### src/rtl/hazard_scoreboard_if.sv
// Pipeline <-> load-use hazard unit signal bundle. The pipeline side (master) drives
// decode/EX/memory status and the hazard unit (slave) returns the stall controls.
interface hazard_scoreboard_if #(
    parameter int unsigned RAW     = 5,
    parameter int unsigned NUM_SRC = 2,
    parameter int unsigned DEPTH   = 4,
    parameter int unsigned CNT_W   = 16
);
    logic [NUM_SRC-1:0]     id_src_valid;
    logic [NUM_SRC*RAW-1:0] id_src_addr;
    logic                   ex_valid;
    logic                   ex_mem_ren;
    logic [RAW-1:0]         ex_waddr;
    logic                   ld_issue;
    logic [RAW-1:0]         ld_issue_waddr;
    logic                   ld_resp;

    logic                       pc_enable;
    logic                       if_id_enable;
    logic                       id_ex_enable;
    logic                       hazard_clear_ctrl;
    logic [$clog2(DEPTH):0]     sb_count;
    logic [CNT_W-1:0]           stall_cycles;
    logic                       sb_err;

    modport master (
        output id_src_valid, id_src_addr, ex_valid, ex_mem_ren, ex_waddr,
               ld_issue, ld_issue_waddr, ld_resp,
        input  pc_enable, if_id_enable, id_ex_enable, hazard_clear_ctrl,
               sb_count, stall_cycles, sb_err
    );

    modport slave (
        input  id_src_valid, id_src_addr, ex_valid, ex_mem_ren, ex_waddr,
               ld_issue, ld_issue_waddr, ld_resp,
        output pc_enable, if_id_enable, id_ex_enable, hazard_clear_ctrl,
               sb_count, stall_cycles, sb_err
    );
endinterface

### src/rtl/hazard_scoreboard.sv
// Load-use hazard unit: checks decode sources against the EX load and an in-order FIFO of
// outstanding loads, producing hold/bubble controls, a structural stall and a stall counter.
module hazard_scoreboard #(
    parameter int unsigned RAW     = 5,
    parameter int unsigned NUM_SRC = 2,
    parameter int unsigned DEPTH   = 4,
    parameter int unsigned CNT_W   = 16
) (
    input logic               clk,
    input logic               rst_n,
    hazard_scoreboard_if.slave bus
);
    localparam int unsigned PW = $clog2(DEPTH);
    localparam int unsigned CW = PW + 1;

    logic [RAW-1:0]   entries_q [DEPTH];
    logic [PW-1:0]    wr_ptr_q, rd_ptr_q;
    logic [CW-1:0]    count_q, count_d;
    logic             err_q, err_d;
    logic [CNT_W-1:0] stall_q;

    logic             full, empty, do_push, do_pop;
    logic [DEPTH-1:0] occupied;
    logic [PW-1:0]    off;
    logic [RAW-1:0]   src;
    logic             ex_ld, data_hz, struct_hz, pc_en;

    assign full  = (count_q == CW'(DEPTH));
    assign empty = (count_q == '0);
    assign ex_ld = bus.ex_valid & bus.ex_mem_ren;

    // A full FIFO may still accept a push when the oldest entry retires in the same cycle.
    assign do_pop  = bus.ld_resp & ~empty;
    assign do_push = bus.ld_issue & (~full | bus.ld_resp);
    assign count_d = count_q + CW'(do_push) - CW'(do_pop);
    assign err_d   = err_q | (bus.ld_issue & full & ~bus.ld_resp) | (bus.ld_resp & empty);

    always_comb begin
        occupied = '0;
        off      = '0;
        for (int k = 0; k < int'(DEPTH); k++) begin
            off         = PW'(k) - rd_ptr_q;
            occupied[k] = ({1'b0, off} < count_q);
        end
    end

    always_comb begin
        data_hz = 1'b0;
        src     = '0;
        for (int i = 0; i < int'(NUM_SRC); i++) begin
            src = bus.id_src_addr[i*RAW +: RAW];
            if (bus.id_src_valid[i] && src != '0) begin
                if (ex_ld && src == bus.ex_waddr) data_hz = 1'b1;
                for (int k = 0; k < int'(DEPTH); k++) begin
                    if (occupied[k] && entries_q[k] == src) data_hz = 1'b1;
                end
            end
        end
    end

    assign struct_hz = ex_ld & full & ~bus.ld_resp;
    assign pc_en     = ~(struct_hz | data_hz);

    assign bus.pc_enable         = pc_en;
    assign bus.if_id_enable      = pc_en;
    assign bus.id_ex_enable      = ~struct_hz;
    assign bus.hazard_clear_ctrl = ~struct_hz & data_hz;
    assign bus.sb_count          = count_q;
    assign bus.sb_err            = err_q;
    assign bus.stall_cycles      = stall_q;

    always_ff @(posedge clk or negedge rst_n) begin
        if (!rst_n) begin
            for (int k = 0; k < int'(DEPTH); k++) entries_q[k] <= '0;
            wr_ptr_q <= '0;
            rd_ptr_q <= '0;
            count_q  <= '0;
            err_q    <= 1'b0;
            stall_q  <= '0;
        end else begin
            if (do_push) begin
                entries_q[wr_ptr_q] <= bus.ld_issue_waddr;
                wr_ptr_q            <= wr_ptr_q + PW'(1);
            end
            if (do_pop) rd_ptr_q <= rd_ptr_q + PW'(1);
            count_q <= count_d;
            err_q   <= err_d;
            if (!pc_en && stall_q != '1) stall_q <= stall_q + CNT_W'(1);
        end
    end
endmodule

### src/flat_wrapper.sv
// flat-port wrapper written by rule: the top's interface ports become plain ports
module hazard_scoreboard_flat 
#(
    parameter int unsigned RAW     = 5,
    parameter int unsigned NUM_SRC = 2,
    parameter int unsigned DEPTH   = 4,
    parameter int unsigned CNT_W   = 16
)
  (clk, rst_n, bus_id_src_valid, bus_id_src_addr, bus_ex_valid, bus_ex_mem_ren, bus_ex_waddr, bus_ld_issue, bus_ld_issue_waddr, bus_ld_resp, bus_pc_enable, bus_if_id_enable, bus_id_ex_enable, bus_hazard_clear_ctrl, bus_sb_count, bus_stall_cycles, bus_sb_err);
  hazard_scoreboard_if #(.RAW(RAW), .NUM_SRC(NUM_SRC), .DEPTH(DEPTH), .CNT_W(CNT_W)) bus_i ();
  input logic clk;
  input logic rst_n;
  input wire logic [$bits(bus_i.id_src_valid)-1:0] bus_id_src_valid;
  input wire logic [$bits(bus_i.id_src_addr)-1:0] bus_id_src_addr;
  input wire logic [$bits(bus_i.ex_valid)-1:0] bus_ex_valid;
  input wire logic [$bits(bus_i.ex_mem_ren)-1:0] bus_ex_mem_ren;
  input wire logic [$bits(bus_i.ex_waddr)-1:0] bus_ex_waddr;
  input wire logic [$bits(bus_i.ld_issue)-1:0] bus_ld_issue;
  input wire logic [$bits(bus_i.ld_issue_waddr)-1:0] bus_ld_issue_waddr;
  input wire logic [$bits(bus_i.ld_resp)-1:0] bus_ld_resp;
  output wire logic [$bits(bus_i.pc_enable)-1:0] bus_pc_enable;
  output wire logic [$bits(bus_i.if_id_enable)-1:0] bus_if_id_enable;
  output wire logic [$bits(bus_i.id_ex_enable)-1:0] bus_id_ex_enable;
  output wire logic [$bits(bus_i.hazard_clear_ctrl)-1:0] bus_hazard_clear_ctrl;
  output wire logic [$bits(bus_i.sb_count)-1:0] bus_sb_count;
  output wire logic [$bits(bus_i.stall_cycles)-1:0] bus_stall_cycles;
  output wire logic [$bits(bus_i.sb_err)-1:0] bus_sb_err;
  assign bus_i.id_src_valid = bus_id_src_valid;
  assign bus_i.id_src_addr = bus_id_src_addr;
  assign bus_i.ex_valid = bus_ex_valid;
  assign bus_i.ex_mem_ren = bus_ex_mem_ren;
  assign bus_i.ex_waddr = bus_ex_waddr;
  assign bus_i.ld_issue = bus_ld_issue;
  assign bus_i.ld_issue_waddr = bus_ld_issue_waddr;
  assign bus_i.ld_resp = bus_ld_resp;
  assign bus_pc_enable = bus_i.pc_enable;
  assign bus_if_id_enable = bus_i.if_id_enable;
  assign bus_id_ex_enable = bus_i.id_ex_enable;
  assign bus_hazard_clear_ctrl = bus_i.hazard_clear_ctrl;
  assign bus_sb_count = bus_i.sb_count;
  assign bus_stall_cycles = bus_i.stall_cycles;
  assign bus_sb_err = bus_i.sb_err;
  hazard_scoreboard #(.RAW(RAW), .NUM_SRC(NUM_SRC), .DEPTH(DEPTH), .CNT_W(CNT_W)) u_core (.clk(clk), .rst_n(rst_n), .bus(bus_i));
endmodule
### config.mk
export PLATFORM = sky130hd
export DESIGN_NAME = hazard_scoreboard_flat
export DESIGN_NICKNAME = d
export VERILOG_FILES = /design/src/rtl/hazard_scoreboard_if.sv /design/src/rtl/hazard_scoreboard.sv /design/src/flat_wrapper.sv
export SDC_FILE = /design/constraint.sdc
export NUM_CORES = 1
export LEC_CHECK = 0
export CORE_MARGIN = 3
export CORE_UTILIZATION = 29
export DETAILED_ROUTE_END_ITERATION = 10
export PLACE_DENSITY = 0.6
export SYNTH_ARGS = -nofsm -noshare
export SYNTH_HDL_FRONTEND = slang
export SYNTH_SLANG_ARGS = --single-unit
### constraint.sdc
create_clock -name clk -period 6.79 [get_ports clk]
set_input_delay 1.358 -clock clk [delete_from_list [all_inputs] [get_ports clk]]
set_output_delay 1.358 -clock clk [all_outputs]
set_load 0.01 [all_outputs]
==> results of run 1 <==
==> registers in the layout, summed over array words and instances (netlist names) <==
name                     count
u_core.entries_q            20
u_core.bus.stall_cycles     16
u_core.bus.sb_count          3
u_core.rd_ptr_q              2
u_core.wr_ptr_q              2
u_core.bus.sb_err            1
==> final cells by class <==
type	instances	area share, %
Multi-Input combinational cell	196	44.80
Inverter	15	1.609
Sequential cell	44	31.46
Clock inverter	2	1.001
Clock buffer	6	2.074
Tap cell	129	4.612
Timing Repair Buffer	51	14.44
==> layer usage <==
metal	routed length, um	up-vias	GRT usage, %
met5	0	-	0
met4	113	0	3.419
met3	380	12	3.352
met2	3018	56	19.60
met1	3005	993	15.90
li1	-	996	-
==> kinds of logic after synthesis <==
logic type      count (synthesis)  synth area share, %
simple gates                   74                15.60
buf+inv                        30                4.904
mux                            23                9.229
fa+ha+maj                      12                5.617
compound gates                 20                4.503
xor+xnor                       67                20.91
flops                          44                39.23
==> through the flow <==
| stage | std cells | hold slack, ns | total power [W] | setup WS, ns | cell area (um2) |
|---|---|---|---|---|---|
| floorplan | 270 | 0.4932 | 0.0009091 | 2.484 | 2806 |
| global placement | 435 | 0.4443 | 0.001095 | 1.468 | 3392 |
| detailed placement | 435 | 0.4512 | 0.001108 | 1.430 | 3392 |
| CTS | 443 | 0.4705 | 0.001311 | 1.414 | 3500 |
| global route | 443 | 0.4921 | 0.001399 | 1.319 | 3500 |
| finish | 443 | 0.4705 | 0.001292 | 1.416 | 3500 |
==> worst paths after layout <==
check	to	slack [ns]	startpoint
setup / recovery	bus_if_id_enable	1.42	bus_id_src_addr[7]
hold / removal	u_core.bus.sb_err	0.47	u_core.bus.sb_err
setup reg to reg	u_core.bus.stall_cycles[1]	3.76	u_core.rd_ptr_q[0]
hold reg to reg	u_core.bus.sb_err	0.47	u_core.bus.sb_err
max in group asynchronous	u_core.entries_q[13]	4.95	rst_n
min in group asynchronous	u_core.bus.sb_count[2]	1.22	rst_n
==> layout by cell type (no fill, tap or decap), types with 2 or more instances in the layout <==
cell type,instances
nand2b_1,3
inv_1,14
and3_1,5
nor4_2,2
nor4_4,2
nand3_1,7
nor3_1,13
o22ai_1,2
nor4_1,3
dfrtp_1,44
nand4_1,4
mux2_1,3
clkdlybuf4s50_1,50
nor3b_1,2
or4_1,2
nor2_1,8
a31oi_1,3
xnor2_1,34
nand2_1,17
a21oi_1,5
xor2_1,33
o21ai_0,2
a41oi_1,3
clkbuf_8,5
ha_1,11
o21ai_1,2
mux2_2,20
==> power by group through the flow <==
stage	sequential, W	clock (W)	combinational [W]
2_1_floorplan	0.000478	0	0.000431
6_report	0.000498	0.000196	0.000598
5_1_grt	0.000521	0.000218	0.000660
3_5_place_dp	0.000506	0	0.000602
4_1_cts	0.000501	0.000204	0.000606
3_3_place_gp	0.000502	0	0.000593
==> worst register-to-register path: cells and delay by family, from the launching register on <==
family	cells	cell delay (ns)
buffers and inverters	2	0.31
adders and majority gates	1	0.27
AOI/OAI and AO/OA	3	0.58
and+or+nand+nor	4	0.74
DFF	1	0.48
xor gates and xnor gates	1	0.22
muxes	1	0.32
==> results.toml, run 1 <==
[floorplan]
die_w_um = 104.4
die-height_um = 104.4
core-area_um2 = 9328
start_util_pct = 30.09
placementRows = 35
io_pins = 52
die_area_um2 = 10890

[power_and_ir_drop]
comb_power_share_pct = 46.3
leakage_nw = 1.464
p_int_w = 0.0007976
vdd_ir_drop_max_mv = 0.1147
clock_power_share_pct = 15.2
powerDensity_nw_per_um2 = 369.2
seqPwrFrac_pct = 38.5
switchingPower_w = 0.0004944
swShare_pct = 38.27

[synthesis]
synthCells = 270
synth_warnings = 0
yosys.area.top_type = "dfrtp_1"
synth_edf_count = 0
synth_most_common_cell = "dfrtp_1"
synthFlopType = "dfrtp_1"
synth-seq-cells = 44
synthTopCellsByCount = "dfrtp_1, xnor2_1, xor2_1"
synthArstFlopShare_pct = 100.0
synth_top_area_share_pct = 39.23
synth.net_count = 310
synthTopCellsByArea = "dfrtp_1, xnor2_1, xor2_1"
synth_cell_types = 40
ys_seq_area_share_pct = 39.23
syn_avg_cell_area_um2 = 10.39
syn-cell-area_um2 = 2806

[worst_setup_path]
cp.depth = 8
max_stage_delay_ns = 0.72
ff2ff_path_depth = 12
crit_arrival_ns = 4.02
startpoint_type = "input pin"
worstSetupPathType = "in2out"
path_max_fanout = 13
critical_path.top_delay_family = "buffers and inverters"
critPathCaptureType = "output port"
path_common_cell = "clkdlybuf4s50_1"
cp_cell_sequence = "clkdlybuf4s50_1, xor2_1, nor3_1, a41oi_1, a31oi_1, or3_4, inv_2, clkdlybuf4s50_1"
slowest_stage = "clkdlybuf4s50_1"
cp_num_buf_inv = 3
worst-endpoint-required_ns = 5.43

[timing]
hold_viol = 0
clock_skew_ns = 0.01055
setup-violations-final = 0
tns_ns = 0
slew_viol_final = 0
rsz0062_at_grt = "false"
worstMarginPinSlew_ns = 0.9839
fmaxAchievable_ghz = 0.1861
max_slew_margin_pct = 34.40
fin_crit_sh_pct = 79.14
fin_crit_ns = 5.374

[place]
portBuffers = 51
dp_hpwl_um = 5137
gp_congestion = 0.9196

[clock_network]
clk_pin_slew_ns = 0.08
cts_tree = "done"
cts_root_buf = "clkbuf_8"
cts_setup_buffers = 0
cts_hold_buf = 0
clockBufferDepth = 2
cts_buffers = 5
cts-resized-gates = 0
insertion_delay_ns = 0.29
cts-htree-levels = 2
cts_sinks = 44

[routing]
via_per_inst = 4.643
drc = 0
first_iter_violations = 110
wirelength_um = 6518
wl_per_cell_um = 14.71
num_vias = 2057
drtPass1Iterations = 4
ant_nets = 0

[hold_path]
hp-class = "reg2reg"
hold_depth = 1

[layout]
post-route-util_pct = 37.52
diodes = 0
fill_cells = 943
nNetsFinal = 353
regArea_um2 = 1101
layout-drive-gt1-share_pct = 11.46
multi_input_area_um2 = 1568
area_delta_synth_final_pct = 24.70

[global_routing]
antenna_found_initial = 0
grt_max_degree = 45
grt-ovfl-total = 0
grt_usage_pct = 12.15
grt_pass1_wl_um = 10660
grt_pass1_vias = 2081

[outcome]
status = "completed"

[run]
cap_viol_max_count = 0
Power figures use the tool's default switching activity.
==> inputs of run 2 (changes only) <==
--- a/config.mk
+++ b/config.mk
@@ -8,7 +8,7 @@
 export CORE_MARGIN = 3
 export CORE_UTILIZATION = 29
 export DETAILED_ROUTE_END_ITERATION = 10
-export PLACE_DENSITY = 0.6
+export PLACE_DENSITY = 0.62
 export SYNTH_ARGS = -nofsm -noshare
 export SYNTH_HDL_FRONTEND = slang
 export SYNTH_SLANG_ARGS = --single-unit
==> constraint.sdc (replaced) <==
create_clock -name clk -period 4.7 [get_ports clk]
set_input_delay 0.94 -clock clk [delete_from_list [all_inputs] [get_ports clk]]
set_output_delay 0.94 -clock clk [all_outputs]
set_load 0.01 [all_outputs]
==> results.toml, run 2 (synthesized netlist as in run 1, its figures left out) <==
[global_routing]
grt_pass1_wl_um = 11100
grt_max_degree = 45
grt_pass1_vias = 2135
grt-ovfl-total = 0
grt_usage_pct = 12.74
antenna_found_initial = 0

[layout]
area_delta_synth_final_pct = 24.03
final_common_cell = "clkdlybuf4s50_1"
fin_area_um2 = 3481
largest_reg_flops = 20
final_cell_mix = "clkdlybuf4s50_1, dfrtp_1, xnor2_1"
nNetsFinal = 354
diodes = 0
multi_input_area_um2 = 1568
regArea_um2 = 1101
top_register = "u_core.entries_q"
layout-drive-gt1-share_pct = 11.78
fill_cells = 950

[worst_setup_path]
reg2reg_to = "u_core.bus.stall_cycles[1]"
worst-endpoint-required_ns = 3.76
r2r_start = "u_core.rd_ptr_q[0]"
path_max_fanout = 6
critPathCaptureType = "output port"
worst-r2r-setup-slack_ns = 1.55
startpoint_type = "input pin"
ff2ff_path_depth = 13
worstSetupPathType = "in2out"
crit_arrival_ns = 3.36

[clock_network]
clockBufferDepth = 2
insertion_delay_ns = 0.30
clk_pin_slew_ns = 0.08
cts-resized-gates = 0
cts_tree = "done"
cts_setup_buffers = 0
cts-htree-levels = 2
cts_buffers = 5
cts_hold_buf = 0
cts_root_buf = "clkbuf_8"
cts_sinks = 44

[outcome]
status = "completed"

[floorplan]
die_w_um = 104.4
die_area_um2 = 10890
placementRows = 35
start_util_pct = 30.09
core-area_um2 = 9328
io_pins = 52
die-height_um = 104.4

[timing]
fin_crit_sh_pct = 91.57
rsz0062_at_grt = "false"
hold_viol = 0
fin_crit_ns = 4.304
tns_ns = 0
max_slew_margin_pct = 33.20
fmaxAchievable_ghz = 0.2323
worstMarginPinSlew_ns = 1.002
setup-violations-final = 0
clock_skew_ns = 0.008360
slew_viol_final = 0

[power_and_ir_drop]
powerDensity_nw_per_um2 = 523.2
vdd_ir_drop_max_mv = 0.1522
leakage_nw = 1.453

[hold_path]
hp-start = "u_core.bus.sb_err"
hp-class = "reg2reg"
hold_end = "u_core.bus.sb_err"
hold_depth = 1

[place]
dp_hpwl_um = 5215
place_area_um2 = 3400
gp_congestion = 0.8622
portBuffers = 51

[routing]
drc = 0
wl_per_cell_um = 14.90
wirelength_um = 6600
drtPass1Iterations = 4
via_per_inst = 4.666
first_iter_violations = 75
num_vias = 2067
ant_nets = 0

[run]
cap_viol_max_count = 0
## run 2: area by class of cell
cell class	count	share of cell area, %
clock buffers	5	1.977
clock inverters	2	0.3595
inverters	15	1.618
multi-input cells	196	45.04
flip-flops and latches	44	31.63
well taps	129	4.637
repair buffers	52	14.74
## run 2: worst max-delay path by stage
stage                            start                     to  slack (ns)  cells after the start
finish              bus_id_src_addr[8]       bus_if_id_enable        0.40                      7
global route        bus_id_src_addr[0]  bus_hazard_clear_ctrl        0.22                      9
CTS                 bus_id_src_addr[8]       bus_if_id_enable        0.37                      7
detailed placement  bus_id_src_addr[8]       bus_if_id_enable        0.37                      7
global placement    bus_id_src_addr[4]  bus_hazard_clear_ctrl        0.38                      9
floorplan           bus_id_src_addr[5]          bus_pc_enable        1.23                      8
## run 2: worst max-delay path, cell delays in order
cell,delay [ns]
clkdlybuf4s50_1,0.59
or4_1,0.57
o21ai_1,0.14
a31oi_1,0.10
or3_4,0.42
inv_2,0.08
clkdlybuf4s50_1,0.53
## run 2: metal layers
layer | GRT usage, % | vias to the layer above | share of wire (%)
li1 | - | 999 | -
met1 | 16.27 | 1001 | 46
met2 | 20.43 | 56 | 46
met3 | 3.786 | 11 | 6.4
met4 | 4.463 | 0 | 1.9
met5 | 0 | - | 0
## run 2: per-stage QoR
stage	util [%]	power (W)	hold slack [ns]	worst slack, ns	std cells
final	37.32	0.001821	0.4594	0.3960	443
after global routing	37.32	0.001976	0.4678	0.2223	443
after CTS	37.32	0.001849	0.4641	0.3727	443
after detailed placement	36.45	0.001605	0.4438	0.3686	436
after global placement	36.45	0.001590	0.4442	0.3784	436
after floorplan	-	0.001313	0.4932	1.230	270
## run 2: power breakdown
part	internal, W	total [W]	switching [W]
Sequential	0.000527	0.000722	0.000195
Clock	0.000101	0.000234	0.000133
Combinational	0.000473	0.000865	0.000392
==> inputs of run 3 (changes only) <==
--- a/config.mk
+++ b/config.mk
@@ -9,6 +9,8 @@
 export CORE_UTILIZATION = 29
 export DETAILED_ROUTE_END_ITERATION = 10
 export PLACE_DENSITY = 0.62
+export REMOVE_ABC_BUFFERS = 1
+export SETUP_SLACK_MARGIN = 0.05
 export SYNTH_ARGS = -nofsm -noshare
 export SYNTH_HDL_FRONTEND = slang
 export SYNTH_SLANG_ARGS = --single-unit
==> results.toml, run 3 (synthesized netlist as in run 1, its figures left out) <==
[worst_setup_path]
slowest_stage = "clkdlybuf4s50_1"
startpoint_type = "input pin"
max_stage_delay_ns = 0.60
path_max_fanout = 13
path_common_cell = "clkdlybuf4s50_1"
cp_cell_sequence = "clkdlybuf4s50_1, or4_1, o21ai_1, a31oi_1, or3_4, inv_2, clkdlybuf4s50_1"
crit_arrival_ns = 3.63
critPathCaptureType = "output port"
worstSetupPathType = "in2out"
worst-endpoint-required_ns = 3.76

[timing]
fin_crit_ns = 4.567
fmaxAchievable_ghz = 0.2190
tns_ns = 0
fin_crit_sh_pct = 97.17
hold_viol = 0
max_slew_margin_pct = 32.19
worstMarginPinSlew_ns = 1.017
slew_viol_final = 0
setup-violations-final = 0
rsz0062_at_grt = "false"
clock_skew_ns = 0.009710

[clock_network]
cts_buffers = 5
cts_setup_buffers = 0
cts_tree = "done"
clk_pin_slew_ns = 0.08
cts_hold_buf = 0
clockBufferDepth = 2
cts-htree-levels = 2
cts_root_buf = "clkbuf_8"
insertion_delay_ns = 0.30
cts-resized-gates = 0
cts_sinks = 44

[routing]
wl_met1_um = 3178
top_layer = "met4"
num_vias = 2024
drtPass1Iterations = 4
via_per_inst = 4.559
wl_per_cell_um = 15.09
drc = 0
ant_nets = 0
wirelength_um = 6701
first_iter_violations = 93
wl_met2_um = 3128
met3_length_um = 327

[layout]
area_delta_synth_final_pct = 25.28
layout-drive-gt1-share_pct = 12.06
largest_reg_flops = 20
final_common_cell = "clkdlybuf4s50_1"
layout.cells.non_filler = 444
diodes = 0
final_cell_mix = "clkdlybuf4s50_1, dfrtp_1, xnor2_1"
top_register = "u_core.entries_q"
post-route-util_pct = 37.69
fin_area_um2 = 3516
nNetsFinal = 354

[power_and_ir_drop]
powerDensity_nw_per_um2 = 534.8
leakage_nw = 1.478
finalPower_w = 0.001880
vdd_ir_drop_max_mv = 0.1944

[place]
portBuffers = 51
gp_congestion = 0.8461
dp_hpwl_um = 5273
place_area_um2 = 3400
placedCellCount = 436

[floorplan]
core-area_um2 = 9328
die_area_um2 = 10890
io_pins = 52
start_util_pct = 30.09
die_w_um = 104.4
placementRows = 35
die-height_um = 104.4

[hold_path]
hp-class = "reg2reg"

[outcome]
status = "completed"

[global_routing]
antenna_found_initial = 0
grt_pass1_wl_um = 10740
grt-ovfl-total = 0
grt_max_degree = 45
grt_usage_pct = 12.43
grt_pass1_vias = 2046

[run]
cap_viol_max_count = 0
==> run 3: cell count changes in the layout (fill, tap and decap cells not counted) <==
cell             change
a31oi_1              -1
a31oi_2              +1
bufinv_16            +1
clkbuf_1             +1
clkdlybuf4s50_1      -1
clkinvlp_4           -1
dlymetal6s2s_1       +1
==> run 3: critical path: cells and delay by family <==
family / cells / cell delay, ns
AO/OA/AOI/OAI: 2 / 0.26
AND/OR/NAND/NOR: 2 / 1.00
buffers and inverters: 3 / 1.42
==> run 3: area by class of cell <==
type                       instances  area, um2
multi-input combinational        196       1574
timing repair buffer              52      515.5
sequential                        44       1101
clock inverter                     2      35.03
tap                              129      161.4
clock buffer                       6      72.57
inverter                          15      56.30
fill                             953       5812
==> run 3: final timing paths <==
kind                       cells after the start                          end  slack (ns)                from
min in group asynchronous                      1  u_core.bus.stall_cycles[13]        0.81               rst_n
setup / recovery                               7             bus_if_id_enable        0.13  bus_id_src_addr[5]
setup reg to reg                              12   u_core.bus.stall_cycles[1]        1.53  u_core.rd_ptr_q[0]
hold / removal                                 1            u_core.bus.sb_err        0.48   u_core.bus.sb_err
hold reg to reg                                1            u_core.bus.sb_err        0.48   u_core.bus.sb_err
max in group asynchronous                      1          u_core.entries_q[6]        3.26               rst_n
==> run 3: layer usage <==
layer | GRT usage, % | vias up
met4 | 3.419 | 0
met2 | 20.02 | 47
met5 | 0 | -
li1 | - | 999
met3 | 2.669 | 6
met1 | 16.80 | 972
==> run 3: where the power goes <==
group | internal, W | switching (W)
sequential | 0.000527 | 0.000191
clock | 0.000158 | 0.000131
combinational | 0.000470 | 0.000403
==> run 3: metrics by stage <==
step / hold WS [ns] / worst slack (ns)
after floorplan: 0.4932 / 1.497
after global placement: 0.4521 / 0.1938
after detailed placement: 0.4713 / 0.1362
after CTS: 0.4863 / 0.1389
after global routing: 0.5146 / 0.06474
final: 0.4778 / 0.1332
